==> src/rtl/uart_rx_frame.sv <==
// UART receive framer: synchronises the oversampled line, majority-votes each bit,
// deserialises LSB-first and reports each frame with a valid pulse plus parity/stop error flags.
module uart_rx_frame #(
  parameter int unsigned DATAWIDTH = 8,
  parameter int unsigned PRESCALE  = 8
) (
  input  logic                 clk,
  input  logic                 rst,
  input  logic                 rxIn,
  input  logic                 parityEnable,
  input  logic                 parityType,
  output logic [DATAWIDTH-1:0] dataOut,
  output logic                 dataValid,
  output logic                 parityError,
  output logic                 frameError,
  output logic                 busy
);

  localparam int unsigned CW = (PRESCALE > 1) ? $clog2(PRESCALE) : 1;
  localparam int unsigned BW = $clog2(DATAWIDTH + 1);
  localparam logic [CW-1:0] SMP0 = CW'(PRESCALE / 2 - 1);
  localparam logic [CW-1:0] SMP1 = CW'(PRESCALE / 2);
  localparam logic [CW-1:0] VOTE = CW'(PRESCALE / 2 + 1);
  localparam logic [CW-1:0] LAST = CW'(PRESCALE - 1);

  typedef enum logic [2:0] {IDLE, START, DATA, PARITY, STOP} state_t;

  state_t                 r_state;
  state_t                 w_state_nx;
  logic                   r_sync1;
  logic                   r_rxs;
  logic [CW-1:0]          r_cnt;
  logic [1:0]             r_smp;
  logic [BW-1:0]          r_bits;
  logic [DATAWIDTH-1:0]   r_shreg;
  logic                   r_pen;
  logic                   r_ptype;
  logic                   r_perr;
  logic [DATAWIDTH-1:0]   r_data;
  logic                   r_valid;
  logic                   r_perr_o;
  logic                   r_ferr;
  logic                   r_busy;
  logic                   w_vote;
  logic                   w_at_vote;
  logic                   w_at_last;

  assign w_at_vote = (r_cnt == VOTE);
  assign w_at_last = (r_cnt == LAST);
  assign w_vote    = (r_smp[0] & r_smp[1]) | (r_smp[0] & r_rxs) | (r_smp[1] & r_rxs);

  // Two-flop synchroniser; resets to the idle (high) level so reset release cannot look like a start bit
  always_ff @(posedge clk or negedge rst) begin
    if (!rst) begin
      r_sync1 <= 1'b1;
      r_rxs   <= 1'b1;
    end else begin
      r_sync1 <= rxIn;
      r_rxs   <= r_sync1;
    end
  end

  always_ff @(posedge clk or negedge rst) begin
    if (!rst) r_state <= IDLE;
    else      r_state <= w_state_nx;
  end

  always_comb begin
    w_state_nx = r_state;
    case (r_state)
      IDLE:    if (!r_rxs) w_state_nx = START;
      START: begin
        if (w_at_vote && w_vote) w_state_nx = IDLE;
        else if (w_at_last)      w_state_nx = DATA;
      end
      DATA:    if (w_at_last && (r_bits == BW'(DATAWIDTH))) w_state_nx = r_pen ? PARITY : STOP;
      PARITY:  if (w_at_last) w_state_nx = STOP;
      STOP:    if (w_at_vote) w_state_nx = IDLE;
      default: w_state_nx = IDLE;
    endcase
  end

  // The IDLE cycle that first sees the low line counts as cnt=0 of the start bit
  always_ff @(posedge clk or negedge rst) begin
    if (!rst) begin
      r_cnt    <= '0;
      r_smp    <= 2'b11;
      r_bits   <= '0;
      r_shreg  <= '0;
      r_pen    <= 1'b0;
      r_ptype  <= 1'b0;
      r_perr   <= 1'b0;
      r_data   <= '0;
      r_valid  <= 1'b0;
      r_perr_o <= 1'b0;
      r_ferr   <= 1'b0;
      r_busy   <= 1'b0;
    end else begin
      r_valid <= 1'b0;
      r_busy  <= (w_state_nx != IDLE);

      if (w_state_nx == IDLE)  r_cnt <= '0;
      else if (r_state == IDLE) r_cnt <= CW'(1);
      else if (w_at_last)      r_cnt <= '0;
      else                     r_cnt <= r_cnt + CW'(1);

      if (r_cnt == SMP0) r_smp[0] <= r_rxs;
      if (r_cnt == SMP1) r_smp[1] <= r_rxs;

      if (r_state == START && w_state_nx == DATA) begin
        r_pen   <= parityEnable;
        r_ptype <= parityType;
        r_bits  <= '0;
      end

      if (r_state == DATA && w_at_vote) begin
        r_shreg <= {w_vote, r_shreg[DATAWIDTH-1:1]};
        r_bits  <= r_bits + BW'(1);
      end

      if (r_state == PARITY && w_at_vote)
        r_perr <= w_vote ^ (r_ptype ? ~^r_shreg : ^r_shreg);

      if (r_state == STOP && w_at_vote) begin
        r_data   <= r_shreg;
        r_perr_o <= r_pen & r_perr;
        r_ferr   <= ~w_vote;
        r_valid  <= 1'b1;
      end
    end
  end

  assign dataOut     = r_data;
  assign dataValid   = r_valid;
  assign parityError = r_perr_o;
  assign frameError  = r_ferr;
  assign busy        = r_busy;

endmodule

==> config.mk <==
export PLATFORM = sky130hd
export DESIGN_NAME = uart_rx_frame
export DESIGN_NICKNAME = d
export VERILOG_FILES = /design/src/rtl/uart_rx_frame.sv
export SDC_FILE = /design/constraint.sdc
export NUM_CORES = 1
export LEC_CHECK = 0
export BUFFER_PORTS_ARGS = -buffer_cell sky130_fd_sc_hd__buf_2
export CAP_MARGIN = 20
export CORE_MARGIN = 8
export CORE_UTILIZATION = 45
export DETAILED_ROUTE_END_ITERATION = 8
export PLACE_DENSITY = 0.74
export SYNTH_ARGS = -nofsm -noshare
export SYNTH_HDL_FRONTEND = slang
export SYNTH_SLANG_ARGS = --single-unit
==> constraint.sdc <==
create_clock -name clk -period 4.61 [get_ports clk]
set_input_delay 0.922 -clock clk [delete_from_list [all_inputs] [get_ports clk]]
set_output_delay 0.922 -clock clk [all_outputs]
set_load 0.02 [all_outputs]
Word-level counts from Yosys, hierarchy flattened --
Cells that the tools add are included.
Cells by class: eq/ne operators 10, add/sub/neg operators 2, muxes and demuxes 15, bitwise operators 8, reduce and logical (&&, ||, !) cells 12
Operator list (count):
- $mux W3 | 10
- $pmux W3 S5 | 1
- $eq A3 B2 Y1 const B | 4
- $eq A3 B3 Y1 const B | 4
- $mux W4 | 2
- $reduce_xnor A8 Y1 | 1
- $reduce_xor A8 Y1 | 1
- $logic_and A1 B1 Y1 | 6
- $logic_not A3 Y1 | 2
- $add A4 B1 Y4 const B | 1
- $and A1 B1 Y1 | 4
- $eq A4 B4 Y1 const B | 1
- $add A3 B1 Y3 const B | 1
- $eq A3 B1 Y1 const B | 1
- $reduce_bool A3 Y1 | 1
- $mux W1 | 2
- $or A1 B1 Y1 | 2
- $reduce_bool A2 Y1 | 1
- $not A1 Y1 | 1
- $xor A1 B1 Y1 | 1
Word-level totals: logic and storage cells 63, bits in registers 37

Longest topological paths before layout --
Gate-level depths: netlist of run 1.
word-level depth 10, mapped depth 8, depth with buffers taken out 6

Least setup slack after synthesis of run 1 --
No wires, ideal clock.
kind reg-to-reg, start reg r_cnt[0], end reg r_pen, clock period less this slack 1.760 ns, data required time 4.485 ns, path buffers 1, arrival time 1.635 ns, cell stages (with the launch flop) 6, slack 2.850 ns, cell sequence dfrtp_1 -> ha_1 -> and2_1 -> buf_2 -> a2111oi_4 -> mux2_4
Between the ends: cells in the longest elaborated chain, start to end 6, elaborated cells on any way between the ends 12
RTL lines:
- start, declared | line 32 | logic [CW-1:0] r_cnt;
- start signal, assigned | line 105 | else r_cnt <= r_cnt + CW'(1);
- $eq A3 B3 Y1, on equally long branches | line 49, 48
- $mux W3, or another cell as far along | line 74 | else if (w_at_last) w_state_nx = DATA;
- $mux W3, on equally long branches | line 73, 76
- $pmux W3 S5 * | line 70 | case (r_state)
- $eq A3 B2 Y1 * | line 110 | if (r_state == START && w_state_nx == DATA) begin
- $logic_and A1 B1 Y1 * | line 110
- end signal, assigned | line 111 | r_pen <= parityEnable;
- end, declared | line 36 | logic r_pen;
Mark *: on every way between the ends. The rest lies on a longest branch, timed or not. A chain may end at the register's enable or synchronous reset.

Final worst setup path of run 1 --
start reg r_cnt[1], end reg r_data[5] (netlist: dataOut[5])
Between the ends: cells in the longest elaborated chain, start to end 2
RTL lines:
- $eq A3 B3 Y1 | line 48 | assign w_at_vote = (r_cnt == VOTE);
- $logic_and A1 B1 Y1 | line 124 | if (r_state == STOP && w_at_vote) begin
- end signal, assigned | line 125 | r_data <= r_shreg;
- end, declared | line 39 | logic [DATAWIDTH-1:0] r_data;
No other way between the ends.

==> results of run 1 <==
==> kinds of logic after synthesis <==
| group | share of synthesized area |
|---|---|
| XOR/XNOR | 0.0532 |
| flip-flops | 0.535 |
| adder cells (fa/ha/maj) | 0.0568 |
| multiplexers | 0.0877 |
| AND/OR/NAND/NOR | 0.141 |
| AO/OA/AOI/OAI | 0.0892 |
| buffers and inverters | 0.0374 |
==> metal layers <==
metal	track usage	up-vias
li1	-	554
met1	0.137	575
met2	0.205	29
met3	0.0501	9
met4	0.0444	0
met5	0	-
==> worst max path at each step <==
stage	from	endpoint	slack, ns	cells past startpoint
6_report	r_cnt[1]$_DFF_PN0_	dataOut[5]$_DFFE_PN0P_	2.53	5
5_1_grt	r_cnt[1]$_DFF_PN0_	dataOut[4]$_DFFE_PN0P_	2.34	5
4_1_cts	r_cnt[1]$_DFF_PN0_	dataOut[6]$_DFFE_PN0P_	2.51	5
3_5_place_dp	r_cnt[1]$_DFF_PN0_	dataOut[6]$_DFFE_PN0P_	2.52	5
3_3_place_gp	r_cnt[1]$_DFF_PN0_	dataOut[1]$_DFFE_PN0P_	2.63	5
2_1_floorplan	r_cnt[0]$_DFF_PN0_	r_pen$_DFFE_PN0P_	2.85	5
==> power breakdown <==
part	internal (µW)	switching (µW)	leakage, µW
Sequential	394	72.6	0.000485
Combinational	147	152	0.000441
Clock	105	112	0.0000450
Total	646	337	0.000971
==> cells in the final DEF, fill, tap and decap left out, drive strengths merged, types with 2 or more instances in the layout <==
| cell | n |
|---|---|
| and2 | 2 |
| dfrtp | 33 |
| a21oi | 4 |
| nor3 | 2 |
| dfstp | 4 |
| nor2b | 2 |
| xnor2 | 7 |
| a31oi | 2 |
| nand2 | 30 |
| mux2 | 12 |
| nand2b | 3 |
| clkbuf | 6 |
| nor2 | 5 |
| clkinv | 2 |
| inv | 9 |
| ha | 7 |
| nand3 | 3 |
| o32ai | 2 |
| buf | 16 |
| o21ai | 3 |
| nand3b | 2 |
==> worst max-delay path: stages, from the launching register on <==
cell,delay (ns)
dfrtp_1,0.39
inv_1,0.08
ha_1,0.15
and2_1,0.32
nand4_1,0.55
mux2_2,0.47
==> per-stage QoR <==
| step | area (µm²) | setup WS [ns] | std cells |
|---|---|---|---|
| after floorplan | 1740 | 2.85 | 156 |
| after global placement | 1850 | 2.63 | 213 |
| after detailed placement | 1850 | 2.52 | 213 |
| after CTS | 1930 | 2.51 | 221 |
| after global routing | 1930 | 2.34 | 221 |
| final | 1930 | 2.53 | 221 |
==> cell type report <==
class	count	area, µm²	share of cell area
clock inverter	2	10.0	0.00518
timing repair buffer	16	80.1	0.0415
sequential	37	931	0.482
inverter	9	33.8	0.0175
clock buffer	6	72.6	0.0376
multi-input combinational	103	744	0.385
tap	48	60.1	0.0311
==> registers in the layout, summed over array words and instances (netlist names), 2 cells and up <==
signal	count
dataOut	8
r_bits	4
r_cnt	3
r_shreg	8
r_smp	2
r_state	3
==> flow_metrics.env, run 1 <==
export IMPL_outcome="finished clean"
export IMPL_hp_class="reg2reg"
export IMPL_finalSetupViolCount=0
export IMPL_postSynth_asyncResetShare=1.00
export IMPL_fin_tns_setup_ns=0
export IMPL_hold_start="r_sync1$_DFF_PN1_"
export IMPL_drc=0
export IMPL_vias_per_cell=5.28
export IMPL_synth_top_cell_area_share=0.474
export IMPL_synth_edf_count=0
export IMPL_fmaxAchievable_ghz=0.481
export IMPL_drt_iter0_drc=60
export IMPL_num_vias=1167
export IMPL_io_buffer_count=16
export IMPL_cts_setup_buffers=0
export IMPL_pin_count=17
export IMPL_antenna_found_initial=0
export IMPL_path_max_fanout=13
export IMPL_slew_limit_headroom=0.425
export IMPL_coreArea_mm2=0.00369
export IMPL_reg2reg_depth=5
export IMPL_fillers=351
export IMPL_cp_end_kind="flop"
export IMPL_whs_ns=0.358
export IMPL_fp_dieH_um=78.2
export IMPL_drive_gt1_frac=0.243
export IMPL_wl_mm=3.34
export IMPL_wl_met1_mm=1.36
export IMPL_worstHoldEndpoint="r_rxs$_DFF_PN1_"
export IMPL_p_total_uw=982
export IMPL_arrival_ns=2.25
export IMPL_insertedDiodeCount=0
export IMPL_ys_seq_area_frac=0.535
export IMPL_gr_usage_all_layers=0.122
export IMPL_period_share=0.451
export IMPL_dieArea_mm2=0.00611
export IMPL_fin_crit_ns=2.08
export IMPL_start_util=0.472
export IMPL_gp_congestion=0.801
export IMPL_power_per_cell_area_mw_per_mm2=508
export IMPL_cp_required_ns=4.78
export IMPL_ys_top_cells_by_count="33 x dfrtp_1, 30 x nand2_1, 10 x mux2_2"
export IMPL_syn2layout_area_growth_pct=11.0
export IMPL_worstReg2RegStart="r_cnt[1]$_DFF_PN0_"
export IMPL_cts_made_buffers=5
export IMPL_grt_pass1_wl_mm=6.05
export IMPL_grt_max_degree=38
export IMPL_yosysWarnings=0
export IMPL_yosysUniqueCellTypes=38
export IMPL_grt_pass1_vias=1289
export IMPL_startpoint_type="flop"
export IMPL_leakage_uw=0.000971
export IMPL_top_layer_used="met4"
export IMPL_synth_area_mm2=0.00174
export IMPL_ir_drop_mv=0.270
export IMPL_synth_seq_cells=37
export IMPL_cts_htree_levels=2
export IMPL_rsz0062_at_grt="no"
export IMPL_hold_viol=0
export IMPL_cts_root_buf="clkbuf_8"
export IMPL_syn_inst=156
export IMPL_final_core_util=0.524
export IMPL_r2r_setup_slack_ns=2.53
export IMPL_cts_clk_slew_worst_paths_ns=0.07
export IMPL_cts_tree="yes"
export IMPL_cap_violations=0
export IMPL_hold_buffers=0
export IMPL_clock_latency_ns=0.29
export IMPL_r2r_end="dataOut[5]$_DFFE_PN0P_"
export IMPL_die_w_um=78.2
export IMPL_cts_resized=0
export IMPL_worstHoldPathCells=0
export IMPL_maxSlewViolCount=0
export IMPL_yosys_area_top_type="dfrtp_1"
export IMPL_postRouteAntennaNets=0
export IMPL_dpl_hpwl_mm=2.36
export IMPL_avgSynthCellArea_um2=11.2
export IMPL_worst_pin_slew_ns=0.860
export IMPL_synth_most_common_cell="dfrtp_1"
export IMPL_fin_skew_ns=0.00702
export IMPL_clock_sinks=37
export IMPL_synthFlopType="dfrtp_1"
export IMPL_nNetsFinal=184
export IMPL_num_rows=22
export IMPL_syn_nets=168
export IMPL_wl_per_cell_um=15.1
export IMPL_wl_met3_um=192
export IMPL_drt_pass1_iter_count=4
export IMPL_synth_area_top_cells="dfrtp_1 47%, mux2_2 6.5%, nand2_1 6.5%, dfstp_2 6.0%, ha_1 5.0%"
export IMPL_met2_length_mm=1.73
export IMPL_overflow=0
export IMPL_critical_path_class="reg2reg"
export IMPL_clk_path_buf_depth=2
Note: power is estimated with default switching activity, not from simulation.
==> run 2, diff against run 1 <==
- PLACE_DENSITY: 0.74 -> 0.77
- clock period: 4.61 -> 1.9 ns (I/O delays scaled with it)
==> run 2 against run 1 <==
  * Global-route usage is 0.32 points lower
  * Utilization is 2.7 points higher
  * Worst hold slack worse by 0.32 ns
  * Register-to-register slack worse by 2.4 ns
  * Sequential cell count stayed put
  * Sequential share of layout area is 2.3 points lower
  * Via count is 0.77% higher
==> flow_metrics.env, run 2 (synthesis results as in run 1) <==
export IMPL_final_cell_mix="33 x dfrtp_1, 30 x nand2_1, 16 x buf_2"
export IMPL_power_frac_seq=0.438
export IMPL_wl_per_cell_um=14.8
export IMPL_hold_buffers=0
export IMPL_gp_congestion=0.822
export IMPL_cts_tree="yes"
export IMPL_postRouteAntennaNets=0
export IMPL_slew_limit_headroom=0.672
export IMPL_clk_path_buf_depth=2
export IMPL_grt_max_degree=22
export IMPL_leakage_uw=0.00102
export IMPL_num_vias=1176
export IMPL_pin_count=17
export IMPL_nNetsFinal=191
export IMPL_hold_viol=0
export IMPL_overflow=0
export IMPL_path_max_fanout=8
export IMPL_fin_crit_ns=1.81
export IMPL_outcome="finished clean"
export IMPL_worst_pin_slew_ns=0.492
export IMPL_io_buffer_count=16
export IMPL_fp_dieH_um=78.2
export IMPL_p_switching_uw=831
export IMPL_path_buf_inv=0
export IMPL_switching_share=0.322
export IMPL_fin_tns_setup_ns=0
export IMPL_rsz0062_at_grt="no"
export IMPL_dp_slack_ns=0.109
export IMPL_coreArea_mm2=0.00369
export IMPL_r2r_setup_slack_ns=0.09
export IMPL_fillers=322
export IMPL_critical_path_class="reg2reg"
export IMPL_cp_required_ns=2.08
export IMPL_start_util=0.472
export IMPL_wl_mm=3.38
export IMPL_critPathMaxStageDelay_ns=0.46
export IMPL_final_cells=228
export IMPL_intPower_uw=1750
export IMPL_drive_gt1_frac=0.272
export IMPL_layout_commonest_cell="dfrtp_1"
export IMPL_gr_usage_all_layers=0.119
export IMPL_setup_slack_ns=0.0905
export IMPL_dieArea_mm2=0.00611
export IMPL_ir_drop_mv=0.713
export IMPL_p_clk_frac=0.273
export IMPL_path_cells="ha_1, and2_1, a2111oi_4, mux2_4"
export IMPL_power_per_cell_area_mw_per_mm2=1270
export IMPL_drt_iter0_drc=53
export IMPL_syn2layout_area_growth_pct=16.7
export IMPL_drt_pass1_iter_count=4
export IMPL_startpoint_type="flop"
export IMPL_combPwrFrac=0.289
export IMPL_dpl_hpwl_mm=2.40
export IMPL_grt_pass1_wl_mm=5.75
export IMPL_hp_class="in2async"
export IMPL_vias_per_cell=5.16
export IMPL_cts_clk_slew_worst_paths_ns=0.07
export IMPL_antenna_found_initial=0
export IMPL_cts_made_buffers=5
export IMPL_period_share=0.952
export IMPL_crit_family="compound AO/OA/AOI/OAI gates"
export IMPL_clock_latency_ns=0.29
export IMPL_num_rows=22
export IMPL_maxSlewViolCount=0
export IMPL_finalSetupViolCount=0
export IMPL_die_w_um=78.2
export IMPL_placed_cells=220
export IMPL_cts_root_buf="clkbuf_8"
export IMPL_drc=0
export IMPL_cap_violations=0
export IMPL_cts_htree_levels=2
export IMPL_cts_setup_buffers=0
export IMPL_cp_end_kind="flop"
export IMPL_grt_pass1_vias=1237
export IMPL_fmaxAchievable_ghz=0.553
export IMPL_cp_slowest_cell="a2111oi_4"
export IMPL_clock_sinks=37
export IMPL_fin_skew_ns=0.00242
export IMPL_cts_resized=0
export IMPL_insertedDiodeCount=0
export IMPL_arrival_ns=1.99
-- run 2: power by group through the flow --
stage | registers [µW] | logic, µW | clock network (µW)
6_report | 1130 | 746 | 706
5_1_grt | 1150 | 841 | 761
4_1_cts | 1130 | 754 | 729
3_5_place_dp | 1140 | 749 | 0
3_3_place_gp | 1120 | 713 | 0
2_1_floorplan | 1070 | 617 | 0
-- run 2: metal layers --
| layer | GRT usage | up-vias | wire length, µm |
|---|---|---|---|
| met5 | 0 | - | 0 |
| met2 | 0.183 | 47 | 1580 |
| met4 | 0.0574 | 0 | 85 |
| met3 | 0.0672 | 10 | 283 |
| li1 | - | 569 | - |
| met1 | 0.130 | 550 | 1430 |
-- run 2: final timing paths --
check / depth (start not counted) / start / endpoint
worst max-delay path: 4 / r_cnt[0]$_DFF_PN0_ / r_ptype$_DFFE_PN0P_
worst min-delay path: 1 / rst / dataOut[7]$_DFFE_PN0P_
worst max register to register: 4 / r_cnt[0]$_DFF_PN0_ / r_ptype$_DFFE_PN0P_
worst min register to register: 0 / r_sync1$_DFF_PN1_ / r_rxs$_DFF_PN1_
max in group asynchronous: 2 / rst / r_cnt[1]$_DFF_PN0_
min in group clk: 1 / rxIn / r_sync1$_DFF_PN1_
-- run 2: layout make-up --
type	instances	area, µm²	area share
Sequential cell	37	931	0.458
Multi-Input combinational cell	103	744	0.367
Timing Repair Buffer	23	145	0.0715
Clock buffer	7	86.3	0.0425
Tap cell	48	60.1	0.0296
Inverter	9	33.8	0.0166
Clock inverter	1	30.0	0.0148
-- run 2: per-stage QoR --
| step | cell area [µm²] | util | hold slack [ns] | total power (µW) |
|---|---|---|---|---|
| 2_1_floorplan | 1740 | - | 0.0844 | 1690 |
| 3_3_place_gp | 1910 | 0.519 | 0.346 | 1840 |
| 3_5_place_dp | 1910 | 0.519 | 0.348 | 1890 |
| 4_1_cts | 2030 | 0.551 | 0.0467 | 2610 |
| 5_1_grt | 2030 | 0.551 | 0.0634 | 2750 |
| 6_report | 2030 | 0.551 | 0.0410 | 2580 |
-- run 2: worst reg2reg max path: stages (launching register included) --
cell       delay [ns]
dfrtp_1          0.42
ha_1             0.23
and2_1           0.25
a2111oi_4        0.46
mux2_4           0.34
==> run 3, diff against run 2 <==
==> constraint.sdc (replaced) <==
create_clock -name clk -period 1.9 [get_ports clk]
set_input_delay 0.095 -clock clk [delete_from_list [all_inputs] [get_ports clk]]
set_output_delay 0.095 -clock clk [all_outputs]
set_load 0.02 [all_outputs]
==> run 3 against run 2 <==
  * Final area shrank 0.62%
  * Via count grew 0.60%
  * Sequential power is essentially flat
  * Total power shrank 3.1%
  * Sequential share of layout area grew 0.28 points
  * Critical path depth is the same
  * Utilization shrank 0.34 points
  * Cell count is the same
  * Worst hold slack gained 0.0094 ns
  * Critical path type unchanged
==> flow_metrics.env, run 3 (synthesis results as in run 1) <==
export IMPL_outcome="finished clean"
export IMPL_grt_pass1_vias=1226
export IMPL_clk_path_buf_depth=2
export IMPL_fin_area_mm2=0.00202
export IMPL_leakage_uw=0.00102
export IMPL_hold_viol=0
export IMPL_layout_commonest_cell="dfrtp_1"
export IMPL_power_per_cell_area_mw_per_mm2=1240
export IMPL_dieArea_mm2=0.00611
export IMPL_p_switching_uw=800
export IMPL_cts_htree_levels=2
export IMPL_clock_sinks=37
export IMPL_postRouteAntennaNets=0
export IMPL_rsz0062_at_grt="no"
export IMPL_slew_limit_headroom=0.471
export IMPL_drive_gt1_frac=0.267
export IMPL_grt_pass1_wl_mm=5.60
export IMPL_fin_crit_ns=1.79
export IMPL_intPower_uw=1700
export IMPL_grt_max_degree=38
export IMPL_power_frac_seq=0.449
export IMPL_fmaxAchievable_ghz=0.559
export IMPL_cts_tree="yes"
export IMPL_final_cells=228
export IMPL_cts_clk_slew_worst_paths_ns=0.07
export IMPL_period_share=0.941
export IMPL_finalSetupViolCount=0
export IMPL_num_rows=22
export IMPL_arrival_ns=1.97
export IMPL_drc=0
export IMPL_wl_per_cell_um=14.0
export IMPL_top_usage_layer="met2"
export IMPL_hp_class="in2reg"
export IMPL_fillers=333
export IMPL_cap_violations=0
export IMPL_gr_usage_all_layers=0.116
export IMPL_cts_setup_buffers=0
export IMPL_coreArea_mm2=0.00369
export IMPL_dpl_hpwl_mm=2.33
export IMPL_vias_per_cell=5.19
export IMPL_cts_root_buf="clkbuf_8"
export IMPL_overflow=0
export IMPL_syn2layout_area_growth_pct=16.0
export IMPL_met2_usage=0.186
export IMPL_antenna_found_initial=0
export IMPL_cp_required_ns=2.08
export IMPL_placed_cells=219
export IMPL_cts_made_buffers=5
export IMPL_die_w_um=78.2
export IMPL_combPwrFrac=0.290
export IMPL_pin_count=17
export IMPL_clock_latency_ns=0.29
export IMPL_wl_mm=3.19
export IMPL_start_util=0.472
export IMPL_use_met3=0.0615
export IMPL_placed_cell_area_mm2=0.00189
export IMPL_maxSlewViolCount=0
export IMPL_ir_drop_mv=0.648
export IMPL_drt_pass1_iter_count=4
export IMPL_final_cell_mix="33 x dfrtp_1, 30 x nand2_1, 16 x buf_2"
export IMPL_worst_pin_slew_ns=0.794
export IMPL_gp_congestion=0.828
export IMPL_path_max_fanout=8
export IMPL_critical_path_class="reg2reg"
export IMPL_cts_resized=0
export IMPL_insertedDiodeCount=0
export IMPL_nNetsFinal=192
export IMPL_io_buffer_count=16
export IMPL_fin_skew_ns=0.00384
export IMPL_drt_iter0_drc=41
export IMPL_switching_share=0.320
export IMPL_num_vias=1183
export IMPL_hold_buffers=2
export IMPL_fin_tns_setup_ns=0
export IMPL_grt_met1_usage=0.121
export IMPL_startpoint_type="flop"
export IMPL_p_clk_frac=0.261
export IMPL_cp_end_kind="flop"
export IMPL_fp_dieH_um=78.2
-- run 3: changes by cell type in the layout (fill, tap and decap cells not counted), sizes merged --
cell,before,now
buf,23,22
dlygate4sd3,0,2
clkinv,0,1
clkbuf,7,5
-- run 3: final cells by class --
type / instances / area (µm²) / area share
repair buffers: 24 / 145 / 0.0719
clock buffers: 5 / 68.8 / 0.0341
well taps: 48 / 60.1 / 0.0298
inverters: 9 / 33.8 / 0.0167
flip-flops and latches: 37 / 931 / 0.461
multi-input cells: 103 / 744 / 0.369
clock inverters: 2 / 35.0 / 0.0174
-- run 3: power groups by stage --
stage	Combinational, µW	Clock, µW	Sequential (µW)
3_3_place_gp	705	0	1120
2_1_floorplan	617	0	1070
6_report	726	655	1120
4_1_cts	737	679	1120
3_5_place_dp	727	0	1140
5_1_grt	833	712	1150
-- run 3: path summary, 6_finish.rpt --
kind	startpoint	end	slack [ns]	cells after the start
min reg2reg	r_sync1$_DFF_PN1_	r_rxs$_DFF_PN1_	0.36	0
max reg2reg	r_cnt[0]$_DFF_PN0_	r_pen$_DFFE_PN0P_	0.11	4
max	r_cnt[0]$_DFF_PN0_	r_pen$_DFFE_PN0P_	0.11	4
max in group asynchronous	rst	r_state[2]$_DFF_PN0_	0.98	2
min in group asynchronous	rst	r_shreg[3]$_DFFE_PN0P_	0.42	2
min	parityType	r_ptype$_DFFE_PN0P_	0.05	2
-- run 3: critical path, stage by stage, from the launching register on --
cell	delay [ns]
dfrtp_1	0.42
ha_1	0.22
and2_1	0.24
a2111oi_4	0.46
mux2_4	0.34
-- run 3: metal layers --
layer,wire length (µm),share of wire,vias up
met4,57,0.018,0
met5,0,0,-
met1,1290,0.40,584
met3,239,0.075,7
li1,-,-,569
met2,1610,0.50,23
-- run 3: stage by stage --
stage / hold slack (ns) / setup WS (ns) / utilization / power (µW)
3_5_place_dp: 0.202 / 0.120 / 0.514 / 1860
2_1_floorplan: -0.201 / 0.140 / - / 1690
4_1_cts: 0.0373 / 0.106 / 0.547 / 2540
3_3_place_gp: 0.202 / 0.187 / 0.514 / 1830
5_1_grt: 0.0391 / 0.0352 / 0.547 / 2700
6_report: 0.0504 / 0.112 / 0.547 / 2500
